[src/rtl/gpio_input_conditioner_pkg.sv]
`default_nettype none
// ============================================================================
//  Module      : gpio_pkg
//  Description : Shared widths, defaults and pin-bundle types for the GPIO
//                input conditioner.
//  Revision    : 1.0 - initial release
// ============================================================================
package gpio_pkg;

    localparam int GPIO_DATA_W           = 8;
    localparam int GPIO_CTRL_W           = 4;
    localparam int GPIO_PIN_W            = GPIO_DATA_W + GPIO_CTRL_W;
    localparam int GPIO_DEBOUNCE_DEFAULT = 16;
    localparam int GPIO_CNT_W_DEFAULT    = 16;

    typedef logic [GPIO_DATA_W-1:0] gpio_data_t;
    typedef logic [GPIO_CTRL_W-1:0] gpio_ctrl_t;

    // Control occupies the upper bits so a flat {control, data} vector maps directly.
    typedef struct packed {
        gpio_ctrl_t ctrl;
        gpio_data_t data;
    } gpio_pins_t;

endpackage : gpio_pkg
`default_nettype wire

[src/rtl/gpio_input_conditioner_if.sv]
`default_nettype none
// ============================================================================
//  Module      : gpio_input_conditioner_if
//  Description : Pin-side inputs and bus-side outputs of the conditioner.
//  Revision    : 1.0 - initial release
// ============================================================================
interface gpio_input_conditioner_if;
    import gpio_pkg::*;

    gpio_data_t i_pin_data;
    gpio_ctrl_t i_pin_control;
    gpio_ctrl_t i_edge_clear;
    gpio_data_t o_gpio_data;
    gpio_ctrl_t o_gpio_control;
    gpio_ctrl_t o_edge_flags;
    logic       o_change;

    modport master (
        output i_pin_data,
        output i_pin_control,
        output i_edge_clear,
        input  o_gpio_data,
        input  o_gpio_control,
        input  o_edge_flags,
        input  o_change
    );

    modport slave (
        input  i_pin_data,
        input  i_pin_control,
        input  i_edge_clear,
        output o_gpio_data,
        output o_gpio_control,
        output o_edge_flags,
        output o_change
    );

endinterface : gpio_input_conditioner_if
`default_nettype wire

[src/rtl/gpio_input_conditioner_debounce_bit.sv]
`default_nettype none
// ============================================================================
//  Module      : gpio_debounce_bit
//  Description : Two-flop synchronizer plus counting debouncer for one pin.
//  Revision    : 1.0 - initial release
// ============================================================================
module gpio_debounce_bit
    import gpio_pkg::*;
#(
    parameter int DEBOUNCE_CYCLES = GPIO_DEBOUNCE_DEFAULT,
    parameter int CNT_W           = GPIO_CNT_W_DEFAULT
) (
    input  logic i_clk,
    input  logic i_rst_n,
    input  logic i_pin,
    output logic o_stable,
    output logic o_update
);

    localparam logic [CNT_W-1:0] c_cnt_last = CNT_W'(DEBOUNCE_CYCLES - 1);

    logic             r_sync1;
    logic             r_sync2;
    logic             r_stable;
    logic [CNT_W-1:0] r_cnt;
    logic             w_differs;
    logic             w_accept;

    assign w_differs = r_sync2 ^ r_stable;
    // Accept on the edge the count would reach DEBOUNCE_CYCLES, so it never exceeds DEBOUNCE_CYCLES-1.
    assign w_accept  = w_differs && (r_cnt == c_cnt_last);

    always_ff @(posedge i_clk or negedge i_rst_n) begin
        if (!i_rst_n) begin
            r_sync1  <= 1'b0;
            r_sync2  <= 1'b0;
            r_stable <= 1'b0;
            r_cnt    <= '0;
        end else begin
            r_sync1 <= i_pin;
            r_sync2 <= r_sync1;
            if (!w_differs || w_accept) begin
                r_cnt <= '0;
            end else begin
                r_cnt <= r_cnt + CNT_W'(1);
            end
            if (w_accept) begin
                r_stable <= r_sync2;
            end
        end
    end

    assign o_stable = r_stable;
    assign o_update = w_accept;

endmodule : gpio_debounce_bit
`default_nettype wire

[src/rtl/gpio_input_conditioner.sv]
`default_nettype none
// ============================================================================
//  Module      : gpio_input_conditioner
//  Description : Debounces 8 data and 4 control pins, keeps sticky rising-edge
//                flags on control and pulses a change indication.
//  Revision    : 1.0 - initial release
// ============================================================================
module gpio_input_conditioner
    import gpio_pkg::*;
#(
    parameter int DEBOUNCE_CYCLES = GPIO_DEBOUNCE_DEFAULT,
    parameter int CNT_W           = GPIO_CNT_W_DEFAULT
) (
    input  logic                    i_clk,
    input  logic                    i_rst_n,
    gpio_input_conditioner_if.slave bus
);

    logic [GPIO_PIN_W-1:0] w_pin_vec;
    logic [GPIO_PIN_W-1:0] w_stable_vec;
    logic [GPIO_PIN_W-1:0] w_update_vec;
    gpio_pins_t            w_stable;
    gpio_pins_t            w_update;
    gpio_ctrl_t            w_ctrl_rise;

    gpio_ctrl_t            r_edge_flags;
    logic [GPIO_PIN_W-1:0] r_stable_q;
    logic                  r_change;

    assign w_pin_vec = {bus.i_pin_control, bus.i_pin_data};

    for (genvar gi = 0; gi < GPIO_PIN_W; gi++) begin : g_bit
        gpio_debounce_bit #(
            .DEBOUNCE_CYCLES (DEBOUNCE_CYCLES),
            .CNT_W           (CNT_W)
        ) u_bit (
            .i_clk    (i_clk),
            .i_rst_n  (i_rst_n),
            .i_pin    (w_pin_vec[gi]),
            .o_stable (w_stable_vec[gi]),
            .o_update (w_update_vec[gi])
        );
    end

    assign w_stable    = gpio_pins_t'(w_stable_vec);
    assign w_update    = gpio_pins_t'(w_update_vec);
    // A control bit rises when it is accepted while currently low.
    assign w_ctrl_rise = w_update.ctrl & ~w_stable.ctrl;

    always_ff @(posedge i_clk or negedge i_rst_n) begin
        if (!i_rst_n) begin
            r_edge_flags <= '0;
            r_stable_q   <= '0;
            r_change     <= 1'b0;
        end else begin
            r_edge_flags <= (r_edge_flags & ~bus.i_edge_clear) | w_ctrl_rise;
            r_stable_q   <= w_stable_vec;
            r_change     <= |(w_stable_vec ^ r_stable_q);
        end
    end

    assign bus.o_gpio_data    = w_stable.data;
    assign bus.o_gpio_control = w_stable.ctrl;
    assign bus.o_edge_flags   = r_edge_flags;
    assign bus.o_change       = r_change;

endmodule : gpio_input_conditioner
`default_nettype wire
[src/flat_wrapper.sv]
// flat-port wrapper written by rule: the top's interface ports become plain ports
module gpio_input_conditioner_flat import gpio_pkg::*;
#(
    parameter int DEBOUNCE_CYCLES = GPIO_DEBOUNCE_DEFAULT,
    parameter int CNT_W           = GPIO_CNT_W_DEFAULT
)
  (i_clk, i_rst_n, bus_i_pin_data, bus_i_pin_control, bus_i_edge_clear, bus_o_gpio_data, bus_o_gpio_control, bus_o_edge_flags, bus_o_change);
  gpio_input_conditioner_if bus_i ();
  input  logic i_clk;
  input  logic i_rst_n;
  input wire logic [$bits(bus_i.i_pin_data)-1:0] bus_i_pin_data;
  input wire logic [$bits(bus_i.i_pin_control)-1:0] bus_i_pin_control;
  input wire logic [$bits(bus_i.i_edge_clear)-1:0] bus_i_edge_clear;
  output wire logic [$bits(bus_i.o_gpio_data)-1:0] bus_o_gpio_data;
  output wire logic [$bits(bus_i.o_gpio_control)-1:0] bus_o_gpio_control;
  output wire logic [$bits(bus_i.o_edge_flags)-1:0] bus_o_edge_flags;
  output wire logic [$bits(bus_i.o_change)-1:0] bus_o_change;
  assign bus_i.i_pin_data = bus_i_pin_data;
  assign bus_i.i_pin_control = bus_i_pin_control;
  assign bus_i.i_edge_clear = bus_i_edge_clear;
  assign bus_o_gpio_data = bus_i.o_gpio_data;
  assign bus_o_gpio_control = bus_i.o_gpio_control;
  assign bus_o_edge_flags = bus_i.o_edge_flags;
  assign bus_o_change = bus_i.o_change;
  gpio_input_conditioner #(.DEBOUNCE_CYCLES(DEBOUNCE_CYCLES), .CNT_W(CNT_W)) u_core (.i_clk(i_clk), .i_rst_n(i_rst_n), .bus(bus_i));
endmodule
[config.mk]
export PLATFORM = sky130hd
export DESIGN_NAME = gpio_input_conditioner_flat
export DESIGN_NICKNAME = d
export VERILOG_FILES = /design/src/rtl/gpio_input_conditioner_pkg.sv /design/src/rtl/gpio_input_conditioner_if.sv /design/src/rtl/gpio_input_conditioner_debounce_bit.sv /design/src/rtl/gpio_input_conditioner.sv /design/src/flat_wrapper.sv
export SDC_FILE = /design/constraint.sdc
export NUM_CORES = 1
export LEC_CHECK = 0
export ABC_AREA = 0
export ABC_CLOCK_PERIOD_IN_PS = 1540
export CAP_MARGIN = 25
export CORE_UTILIZATION = 58
export DETAILED_ROUTE_END_ITERATION = 10
export DONT_BUFFER_PORTS = 1
export HOLD_SLACK_MARGIN = 0.06
export MAX_ROUTING_LAYER = met4
export PLACE_DENSITY = 0.81
export REMOVE_ABC_BUFFERS = 1
export SLEW_MARGIN = 20
export SYNTH_ARGS = -nofsm -noshare
export SYNTH_HDL_FRONTEND = slang
export SYNTH_HIERARCHICAL = 1
export SYNTH_SLANG_ARGS = --single-unit
export TNS_END_PERCENT = 30
[constraint.sdc]
create_clock -name i_clk -period 1.54 [get_ports i_clk]
set_input_delay 0.462 -clock i_clk [delete_from_list [all_inputs] [get_ports i_clk]]
set_output_delay 0.462 -clock i_clk [all_outputs]
set_load 0.03 [all_outputs]
== After elaboration in Yosys (flattened, before gate mapping) ==
Index checks and enable logic that the tools add are counted.

* Add/subtract/negate cells: 12
* Eq/ne operators: 12
* Multiplexer cells: 12
* Bitwise logic cells: 18
* Reductions and logical operators: 37

{| class="wikitable"
|+ Operators by type and width
! kind !! number
|-
| 16-bit by 1-bit adder with 16-bit output (second input constant) || 12
|-
| 16-bit by 4-bit equality test with 1-bit output (second input constant) || 12
|-
| 16-bit two-way mux || 12
|-
| 1-bit logical AND || 12
|-
| 1-bit zero test || 12
|-
| 1-bit logical OR || 12
|-
| 12-bit OR reduction || 1
|-
| 1-bit XOR || 12
|-
| 12-bit XOR || 1
|-
| 4-bit AND || 2
|-
| 4-bit inverter || 2
|-
| 4-bit OR || 1
|}

* Register bits: 245
* Input bits: 18
* Output and inout port bits: 17
* Logic and storage cells: 142

== Depth between registers and ports, before layout ==
Gate-level depths: netlist of run 1.

* Word-level depth: 4
* Mapped depth: 6
* Gate-level depth less buffers: 6

== Cells and area by module ==
Netlist of run 1, hierarchy kept.

{| class="wikitable"
|+ By module, submodules not included
! module !! times used !! cells an instance !! area an instance (µm²) !! seq. area each (µm²)
|-
| gpio_debounce_bit || 12 || 87 || 934.6 || 475.5
|-
| gpio_input_conditioner || 1 || 45 || 609.3 || 425.4
|}

== Least setup slack after synthesis of run 1 ==
No wires, ideal clock.

* Path kind: register -> register
* Start: register u_core.g_bit[0].u_bit.r_cnt[0]
* End: register u_core.g_bit[0].u_bit.r_stable
* Setup time: 0.125 ns
* Data arrival time: 1.307 ns
* Path slack: 0.108 ns
* Cell stages (with the launch flop): 5
* Path buffers: 0
* Cell sequence: dfrtp_1 ha_1 and3_1 nand4_1 mux2_2

* Word-level cells in the longest chain between the ends: 2

{| class="wikitable"
|+ RTL lines
! element !! RTL line !! RTL
|-
| start: declaration || gpio_input_conditioner_debounce_bit.sv:25 || <nowiki>logic [CNT_W-1:0] r_cnt;</nowiki>
|-
| start signal: assignment || gpio_input_conditioner_debounce_bit.sv:45 || <nowiki>r_cnt <= r_cnt + CNT_W'(1);</nowiki>
|-
| 16-bit by 4-bit equality test with 1-bit output || gpio_input_conditioner_debounce_bit.sv:31 || <nowiki>assign w_accept = w_differs && (r_cnt == c_cnt_last);</nowiki>
|-
| 1-bit logical AND || gpio_input_conditioner_debounce_bit.sv:31 ||
|-
| end signal: assignment || gpio_input_conditioner_debounce_bit.sv:48 || <nowiki>r_stable <= r_sync2;</nowiki>
|-
| end: declaration || gpio_input_conditioner_debounce_bit.sv:24 || <nowiki>logic r_stable;</nowiki>
|}

Every way passes these cells.
A chain may end at the register's enable or synchronous reset.

== Worst setup path after layout of run 1 ==
* Start: register u_core.g_bit[10].u_bit.r_stable
* End: output bus_o_gpio_control[2]

{| class="wikitable"
|+ RTL lines
! element !! RTL line !! RTL
|-
| start: declaration || gpio_input_conditioner_debounce_bit.sv:24 ||
|-
| start signal: assignment || gpio_input_conditioner_debounce_bit.sv:48 ||
|-
| end: declaration || flat_wrapper.sv:15 || <nowiki>output wire logic [$bits(bus_i.o_gpio_control)-1:0] bus_o_gpio_control;</nowiki>
|}

No word-level cell between the ends.

==> flow_metrics.tcl, run 1 <==
set metrics [dict create \
    min_period_ns 1.542 \
    die_w_um 144.5 \
    num_rows 51 \
    die_h_um 144.5 \
    hpwl_mm 15.64 \
    core_area_sq_mm 0.01965 \
    whs_ns -0.3592 \
    path_class "reg -> out" \
    drtAntennaViolNets 0 \
    p_int_w 0.01047 \
    skew_ns 0.01077 \
    outcome "finished, violations left" \
    powerDensity_mw_per_mm2 922.5 \
    start_util 0.5991 \
    vias_per_cell 5.645 \
    port-buffer-count 0 \
    synth_area_per_cell_sq_um 10.89 \
    slowest_stage "dfrtp_2" \
    endpoint_kind "primary output" \
    clock_sinks 245 \
    pwr-share-clk 0.467 \
    worst_ir_drop_vdd_mv 0.8711 \
    drive_gt1_frac 0.2730 \
    clk_pin_slew_ns 0.06 \
    required_ns 1.08 \
    p_total_w 0.01333 \
    fin_util 0.7351 \
    timing.final.ws_setup_ns -0.002379 \
    drt_iter0_markers 560 \
    r2r_cells 5 \
    hold_class "in -> async" \
    ioPinCount 35 \
    critPathMaxFanout 2 \
    pwr-share-comb 0.034 \
    pwr-share-seq 0.499 \
    maxCapViolCount 0 \
    multiInputGateArea_sq_mm 0.005634 \
    switching_share 0.2148 \
    grt.total_usage 0.2542 \
    layout.nets 1282 \
    grt_setup_unrepaired "true" \
    r2r-start "u_core/g_bit[11].u_bit/r_cnt[1]$_DFF_PN0_" \
    nFillCells 1336 \
    grt_pass1_wl_mm 41.19 \
    cp-start-kind "register" \
    cts_tree "done" \
    max_slew.worst_pin.slew_ns 0.4898 \
    clk_latency_ns 0.53 \
    path_buf_inv 1 \
    cts_root_buf "clkbuf_16" \
    h-tree-depth 1 \
    antenna_found_initial 1 \
    synth_warnings 6 \
    ff2ff_setup_slack_ns 0.01 \
    grt_max_degree 246 \
    setup-tns-final_ns -0.002811 \
    violations "negative hold slack, negative setup slack" \
    switching_power_w 0.002863 \
    setup_viol_count_final 2 \
    fmax_mhz 648.3 \
    num_vias 8676 \
    gr-total-overflow 0 \
    dr.pass1.iters 5 \
    slew_headroom 0.6735 \
    numCtsBuffers 26 \
    netlist_area_sq_mm 0.01178 \
    r2r_end "u_core/g_bit[11].u_bit/o_stable$_DFFE_PN0P_" \
    hold_violations 245 \
    worstPathCellList "buf_6" \
    arrival_ns 1.08 \
    routedWlPerCell_um 16.36 \
    synth_cells 1081 \
    drv_slew 0 \
    wirelength_mm 25.15 \
    holdBufCountCts 16 \
    grt_pass1_vias 8829 \
    cellLeakagePower_nw 6.403 \
    drc 0 \
    die-area_sq_mm 0.02088 \
    cts_buffer_depth 3 \
    seq_area_sq_mm 0.006140 \
    syn_to_final_growth_pct 22.70 \
    cp_slowest_stage_delay_ns 0.42 \
    gp_congestion 0.8918 \
    fin_crit_sh 1.002 \
    critical-path-top-delay-family "flip-flops" \
]
==> routing by layer <==
layer	track usage	vias up	part of all wire
met2	0.4464	214	0.52
li1	-	4101	-
met5	-	-	0
met4	0.07313	0	0.024
met3	0.04404	62	0.041
met1	0.2989	4299	0.41
==> final cells by class <==
cell class / instances / share of cell area
Sequential cell: 245 / 0.4250
Multi-Input combinational cell: 782 / 0.3900
Timing Repair Buffer: 165 / 0.09448
Clock buffer: 37 / 0.05144
Tap cell: 265 / 0.02295
Inverter: 32 / 0.008314
Clock inverter: 10 / 0.007708
Antenna cell: 1 / 0.0001732
==> layout by cell type, fill, tap and decap left out, types with 27 or more instances in the layout <==
master	n
xor2_1	59
clkbuf_16	27
xnor2_1	120
nor2_2	27
nor2_1	165
nor3_1	43
nor4_2	38
nand4_1	60
inv_1	32
dfrtp_1	238
nand2_1	60
buf_4	133
nand3_1	49
==> sequential cells by signal, summed over array words and instances, names as in the netlist <==
register and count:
u_core/g_bit.u_bit/r_cnt 192, u_core/g_bit.u_bit/r_sync2 12, u_core/bus.o_change 1, u_core/bus.o_edge_flags 4, u_core/g_bit.u_bit/r_sync1 12, u_core/g_bit.u_bit/o_stable 12
u_core/r_stable_q 12
==> power by group through the flow <==
stage	combinational [W]	sequential, W	clock (W)
6_report	0.000455	0.00665	0.00622
5_1_grt	0.000505	0.00666	0.00659
3_3_place_gp	0.000362	0.00674	0
3_5_place_dp	0.000375	0.00675	0
4_1_cts	0.000422	0.00664	0.00636
2_1_floorplan	0.000188	0.00675	0
==> how the worst max path moves through the flow <==
stage	end	depth (start not counted)	startpoint	slack, ns
floorplan	u_core/g_bit[10].u_bit/o_stable$_DFFE_PN0P_	4	u_core/g_bit[10].u_bit/r_cnt[0]$_DFF_PN0_	0.11
global placement	u_core/g_bit[7].u_bit/r_cnt[11]$_DFF_PN0_	4	u_core/g_bit[7].u_bit/r_cnt[14]$_DFF_PN0_	0.02
detailed placement	u_core/g_bit[6].u_bit/r_cnt[5]$_DFF_PN0_	4	u_core/g_bit[6].u_bit/r_cnt[11]$_DFF_PN0_	-0.02
CTS	bus_o_gpio_control[2]	1	u_core/g_bit[10].u_bit/o_stable$_DFFE_PN0P_	-0.02
global route	u_core/bus.o_edge_flags[3]$_DFF_PN0_	6	u_core/g_bit[11].u_bit/r_cnt[13]$_DFF_PN0_	-0.07
finish	bus_o_gpio_control[2]	1	u_core/g_bit[10].u_bit/o_stable$_DFFE_PN0P_	-0.002
==> stage by stage <==
step	instances	hold WS (ns)	setup slack [ns]	cell area, sq um
floorplan	1057	0.1664	0.1085	11580
global placement	1449	0.1751	0.02284	12900
detailed placement	1449	0.1750	-0.01978	12900
CTS	1525	-0.3835	-0.01903	14100
global route	1537	-0.3862	-0.06580	14450
finish	1537	-0.3592	-0.002379	14450
==> worst register-to-register path, cell delays in order (launching register included) <==
cell	delay (ns)
dfrtp_1	0.43
ha_4	0.21
and3_4	0.19
nand4_1	0.10
buf_4	0.16
mux2_2	0.33
==> what timing repair did <==
item	in CTS	in global routing
gates resized for setup	24	53
cloned	0	2
endpoints found under the hold margin	261	245
endpoints found under the setup margin	84	197
buffers inserted	13	9
pin swaps	9	23
Power figures use the tool's default switching activity.
==> run 2: changes to the inputs <==
- CORE_UTILIZATION: 58 -> 40
- PLACE_DENSITY: 0.81 -> 0.61
- REMOVE_ABC_BUFFERS: 1 -> default
==> flow_metrics.tcl, run 2 (synthesis results as in run 1) <==
set metrics [dict create \
    outcome "finished, violations left" \
    violations "negative hold slack, negative setup slack" \
    clock_sinks 245 \
    timing.final.ws_setup_ns -0.04963 \
    powerDensity_mw_per_mm2 908.7 \
    dpl-instance-area_sq_mm 0.01326 \
    vias_per_cell 4.957 \
    critical-path-top-delay-family "flip-flops" \
    cp_slowest_stage_delay_ns 0.44 \
    pwr-share-clk 0.470 \
    drv_slew 0 \
    path_buf_inv 1 \
    maxCapViolCount 0 \
    layout.nets 1293 \
    required_ns 1.08 \
    cellLeakagePower_nw 6.477 \
    slew_headroom 0.7250 \
    switching_share 0.2139 \
    dr.pass1.iters 4 \
    setup_viol_count_final 11 \
    pwr-share-seq 0.493 \
    max_flop_register "u_core/g_bit.u_bit/r_cnt" \
    endpoint_kind "primary output" \
    drc 0 \
    drive_gt1_frac 0.2925 \
    layout_commonest_cell "dfrtp_1" \
    cts_buffer_depth 3 \
    clk_latency_ns 0.53 \
    dp.cells 1586 \
    wirelength_mm 22.64 \
    setup-tns-final_ns -0.2578 \
    whs_ns -0.3705 \
    syn_nets 1111 \
    cts_tree "done" \
    core_area_sq_mm 0.02886 \
    grt_pass1_vias 8238 \
    critPathMaxFanout 5 \
    drt_iter0_markers 482 \
    start_util 0.4080 \
    worstPathCellList "buf_6" \
    grt_pass1_wl_mm 38.88 \
    routedWlPerCell_um 13.59 \
    finalNonFillerCells 1666 \
    largest_reg_flops 192 \
    worst_ir_drop_vdd_mv 0.7250 \
    arrival_ns 1.13 \
    ioPinCount 35 \
    ff2ff_setup_slack_ns 0.06 \
    p_int_w 0.01059 \
    design_area_sq_mm 0.01482 \
    skew_ns 0.009111 \
    die_w_um 173.6 \
    path_class "reg -> out" \
    slowest_stage "dfrtp_2" \
    num_vias 8259 \
    numCtsBuffers 29 \
    fmax_mhz 629.1 \
    grt.total_usage 0.1563 \
    seq_area_sq_mm 0.006148 \
    grt_setup_unrepaired "true" \
    drtAntennaViolNets 0 \
    hold_class "in -> async" \
    pre_cts_ws_ns 0.02922 \
    cp-start-kind "register" \
    switching_power_w 0.002881 \
    pwr-share-comb 0.037 \
    syn_to_final_growth_pct 25.87 \
    gp_congestion 0.8214 \
    diodes 0 \
    hold_violations 245 \
    max_slew.worst_pin.slew_ns 0.4087 \
    cts_root_buf "clkbuf_16" \
    h-tree-depth 1 \
    clk_pin_slew_ns 0.06 \
    nFillCells 2609 \
    hpwl_mm 15.11 \
    fin_crit_sh 1.032 \
    gr-total-overflow 0 \
    multiInputGateArea_sq_mm 0.005652 \
    port-buffer-count 0 \
    die_h_um 173.6 \
    holdBufCountCts 16 \
    min_period_ns 1.590 \
    die-area_sq_mm 0.03013 \
    grt_max_degree 246 \
    antenna_found_initial 0 \
    num_rows 62 \
    final_cell_mix "231 x dfrtp_1, 156 x nor2_1, 136 x buf_4, 120 x xnor2_1" \
]
[run 2: cell count changes in the layout (fill, tap and decap cells not counted), moves of 6 or more]
| cell | previous run | this run |
|---|---|---|
| nand2_2 | 5 | 12 |
| nor2_1 | 165 | 156 |
| dfrtp_2 | 7 | 14 |
| nor4_2 | 38 | 47 |
| buf_12 | 3 | 9 |
| nor2_4 | 0 | 13 |
| nor4_1 | 23 | 16 |
| clkinv_2 | 4 | 11 |
| nand2_4 | 9 | 0 |
| dfrtp_1 | 238 | 231 |
[run 2: area by class of cell]
type / count / area share
Clock buffer: 37 / 0.05369
Multi-Input combinational cell: 780 / 0.3813
Clock inverter: 13 / 0.006247
Tap cell: 384 / 0.03242
Inverter: 32 / 0.008104
Timing Repair Buffer: 175 / 0.1034
Sequential cell: 245 / 0.4148
[run 2: metal layers]
metal | GRT usage | wire [um] | vias to the layer above
li1 | - | - | 4128
met1 | 0.2080 | 10680 | 4021
met2 | 0.2507 | 10880 | 75
met3 | 0.02478 | 705 | 35
met4 | 0.03765 | 376 | 0
met5 | - | 0 | -
[run 2: metrics by stage]
step	utilization	power, W
after floorplan	-	0.006979
final	0.5136	0.01347
after detailed placement	0.4595	0.007176
after CTS	0.4992	0.01367
after global routing	0.5136	0.01403
after global placement	0.4595	0.007169
[run 2: path summary, 6_finish.rpt]
path                                                       startpoint  cells past startpoint                                          to
max reg2reg                 u_core/g_bit[2].u_bit/r_cnt[14]$_DFF_PN0_                      5   u_core/g_bit[2].u_bit/r_cnt[10]$_DFF_PN0_
max                        u_core/g_bit[0].u_bit/o_stable$_DFFE_PN0P_                      1                          bus_o_gpio_data[0]
min                                                           i_rst_n                      0  u_core/g_bit[11].u_bit/r_cnt[10]$_DFF_PN0_
max in group asynchronous                                     i_rst_n                      0  u_core/g_bit[2].u_bit/o_stable$_DFFE_PN0P_
min reg2reg                   u_core/g_bit[1].u_bit/r_sync1$_DFF_PN0_                      0     u_core/g_bit[1].u_bit/r_sync2$_DFF_PN0_
min in group i_clk            u_core/g_bit[1].u_bit/r_sync1$_DFF_PN0_                      0     u_core/g_bit[1].u_bit/r_sync2$_DFF_PN0_
[run 2: power groups by stage]
stage	logic [W]	clock network, W	registers [W]
final	0.000495	0.00633	0.00665
after global routing	0.000554	0.00681	0.00666
after CTS	0.000464	0.00657	0.00663
after detailed placement	0.000428	0	0.00675
after global placement	0.000426	0	0.00674
after floorplan	0.000224	0	0.00675
[run 2: repair_timing]
| item | 4_1_cts | 5_1_grt |
|---|---|---|
| endpoints found under the hold margin | 261 | 245 |
| resized for setup | 20 | 73 |
| endpoints found under the setup margin | 14 | 191 |
| pin swaps | 0 | 35 |
| cloned | 0 | 1 |
| buffers inserted | 5 | 9 |
==> run 3: changes to the inputs <==
==> constraint.sdc (replaced) <==
create_clock -name i_clk -period 1.54 [get_ports i_clk]
set_input_delay 0.308 -clock i_clk [delete_from_list [all_inputs] [get_ports i_clk]]
set_output_delay 0.308 -clock i_clk [all_outputs]
set_load 0.03 [all_outputs]
==> flow_metrics.tcl, run 3 (synthesis results as in run 1) <==
set metrics [dict create \
    r2r-start "u_core/g_bit[7].u_bit/r_cnt[0]$_DFF_PN0_" \
    core_area_sq_mm 0.02886 \
    drtAntennaViolNets 0 \
    wirelength_mm 22.49 \
    die-area_sq_mm 0.03013 \
    h-tree-depth 1 \
    grt_setup_unrepaired "true" \
    die_w_um 173.6 \
    crit_end "bus_o_gpio_data[2]" \
    num_rows 62 \
    dr.pass1.iters 6 \
    hpwl_mm 15.11 \
    diodes 0 \
    fin_crit_sh 0.9712 \
    arrival_ns 1.19 \
    hold_violations 245 \
    num_vias 8232 \
    grt_max_degree 246 \
    max_flop_register "u_core/g_bit.u_bit/r_cnt" \
    clk_latency_ns 0.53 \
    pwr-share-comb 0.037 \
    finalNonFillerCells 1654 \
    endpoint_kind "primary output" \
    holdBufCountCts 16 \
    drt_iter0_markers 522 \
    powerDensity_mw_per_mm2 918.7 \
    grt.total_usage 0.1555 \
    final_cell_mix "242 x dfrtp_1, 158 x nor2_1, 134 x buf_4, 120 x xnor2_1" \
    clk_pin_slew_ns 0.06 \
    gr-total-overflow 0 \
    numCtsBuffers 29 \
    vias_per_cell 4.977 \
    switching_share 0.2131 \
    setup-tns-final_ns 0 \
    grt_pass1_vias 8225 \
    die_h_um 173.6 \
    critPathMaxFanout 4 \
    pwr-share-seq 0.494 \
    layout.nets 1281 \
    maxCapViolCount 0 \
    setup_viol_count_final 0 \
    start_util 0.4080 \
    whs_ns -0.5236 \
    drc 0 \
    dp.cells 1586 \
    port-buffer-count 0 \
    max_slew.worst_pin.slew_ns 0.4153 \
    nFillCells 2621 \
    grt_pass1_wl_mm 38.66 \
    clock_sinks 245 \
    cts_tree "done" \
    syn_nets 1111 \
    required_ns 1.23 \
    cts_root_buf "clkbuf_16" \
    violations "negative hold slack" \
    slew_headroom 0.7206 \
    ff2ff_setup_slack_ns 0.06 \
    outcome "finished, violations left" \
    cellLeakagePower_nw 6.424 \
    pwr-share-clk 0.469 \
    layout_commonest_cell "dfrtp_1" \
    r2r_end "u_core/g_bit[7].u_bit/o_stable$_DFFE_PN0P_" \
    routedWlPerCell_um 13.60 \
    cp-start-kind "register" \
    skew_ns 0.008539 \
    cts_buffer_depth 3 \
    p_total_w 0.01345 \
    antenna_found_initial 0 \
    r2r_cells 4 \
    worst_ir_drop_vdd_mv 0.7563 \
    min_period_ns 1.496 \
    largest_reg_flops 192 \
    switching_power_w 0.002867 \
    drive_gt1_frac 0.2740 \
    drv_slew 0 \
    path_class "reg -> out" \
    gp_congestion 0.8214 \
    syn_to_final_growth_pct 24.38 \
    critPathLaunch "u_core/g_bit[2].u_bit/o_stable$_DFFE_PN0P_" \
    hold_class "in -> async" \
    p_int_w 0.01059 \
    ioPinCount 35 \
    fmax_mhz 668.6 \
]
## run 3: cell types whose count changed in the layout (fill, tap and decap cells not counted), moves of 2 or more
cell | before | now
dfrtp_1 | 231 | 242
dfrtp_2 | 14 | 3
buf_6 | 13 | 3
nor2_4 | 13 | 9
buf_4 | 136 | 134
nor2_1 | 156 | 158
nor2_2 | 23 | 25
## run 3: timing repair
item                                    4_1_cts  5_1_grt
endpoints found under the hold margin       261      245
endpoints found under the setup margin        3      178
resized for setup                             4       59
setup buffers                                 1        0
pin swaps                                     0       32
cloned                                        0        1
## run 3: power groups by stage
| stage | logic [W] | clock network (W) | registers, W |
|---|---|---|---|
| 2_1_floorplan | 0.000224 | 0 | 0.00675 |
| 3_3_place_gp | 0.000426 | 0 | 0.00674 |
| 3_5_place_dp | 0.000428 | 0 | 0.00675 |
| 4_1_cts | 0.000463 | 0.00657 | 0.00663 |
| 5_1_grt | 0.000551 | 0.00681 | 0.00666 |
| 6_report | 0.000493 | 0.00632 | 0.00665 |
## run 3: worst max-delay path: stages (launching register included)
cell	delay, ns
dfrtp_1	0.39
buf_6	0.14
buf_6	0.13
## run 3: worst min-delay path by stage
stage / start / endpoint / slack [ns] / cells after the start
floorplan: i_rst_n / u_core/bus.o_change$_DFF_PN0_ / 0.01 / 0
global placement: i_rst_n / u_core/g_bit[11].u_bit/r_cnt[10]$_DFF_PN0_ / 0.02 / 0
detailed placement: i_rst_n / u_core/g_bit[11].u_bit/r_cnt[10]$_DFF_PN0_ / 0.02 / 0
CTS: i_rst_n / u_core/g_bit[4].u_bit/r_cnt[15]$_DFF_PN0_ / -0.55 / 0
global route: i_rst_n / u_core/g_bit[4].u_bit/r_cnt[15]$_DFF_PN0_ / -0.56 / 0
finish: i_rst_n / u_core/g_bit[11].u_bit/r_cnt[10]$_DFF_PN0_ / -0.52 / 0
## run 3: stage by stage
stage               setup WS, ns    util  instance area [sq um]
floorplan                 0.1085       -                  11780
global placement         0.03319  0.4595                  13260
detailed placement       0.02922  0.4595                  13260
CTS                     0.005918  0.4965                  14330
global route            -0.07692  0.5075                  14650
finish                   0.04429  0.5075                  14650
## run 3: layout make-up
| type | count | area (sq um) | share of cell area |
|---|---|---|---|
| clock buffer | 37 | 795.8 | 0.05434 |
| clock inverter | 13 | 92.59 | 0.006322 |
| inverter | 32 | 120.1 | 0.008202 |
| multi-input combinational | 780 | 5617 | 0.3835 |
| sequential | 245 | 6135 | 0.4189 |
| tap | 384 | 480.5 | 0.03281 |
| timing repair buffer | 163 | 1405 | 0.09594 |
## run 3: routing by layer
layer	share of wire	wire length, um	vias to the layer above	global-route usage
li1	-	-	4105	-
met2	0.48	10790	83	0.2505
met5	0	0	-	-
met1	0.47	10620	4011	0.2060
met4	0.016	353	0	0.03765
met3	0.032	723	33	0.02434
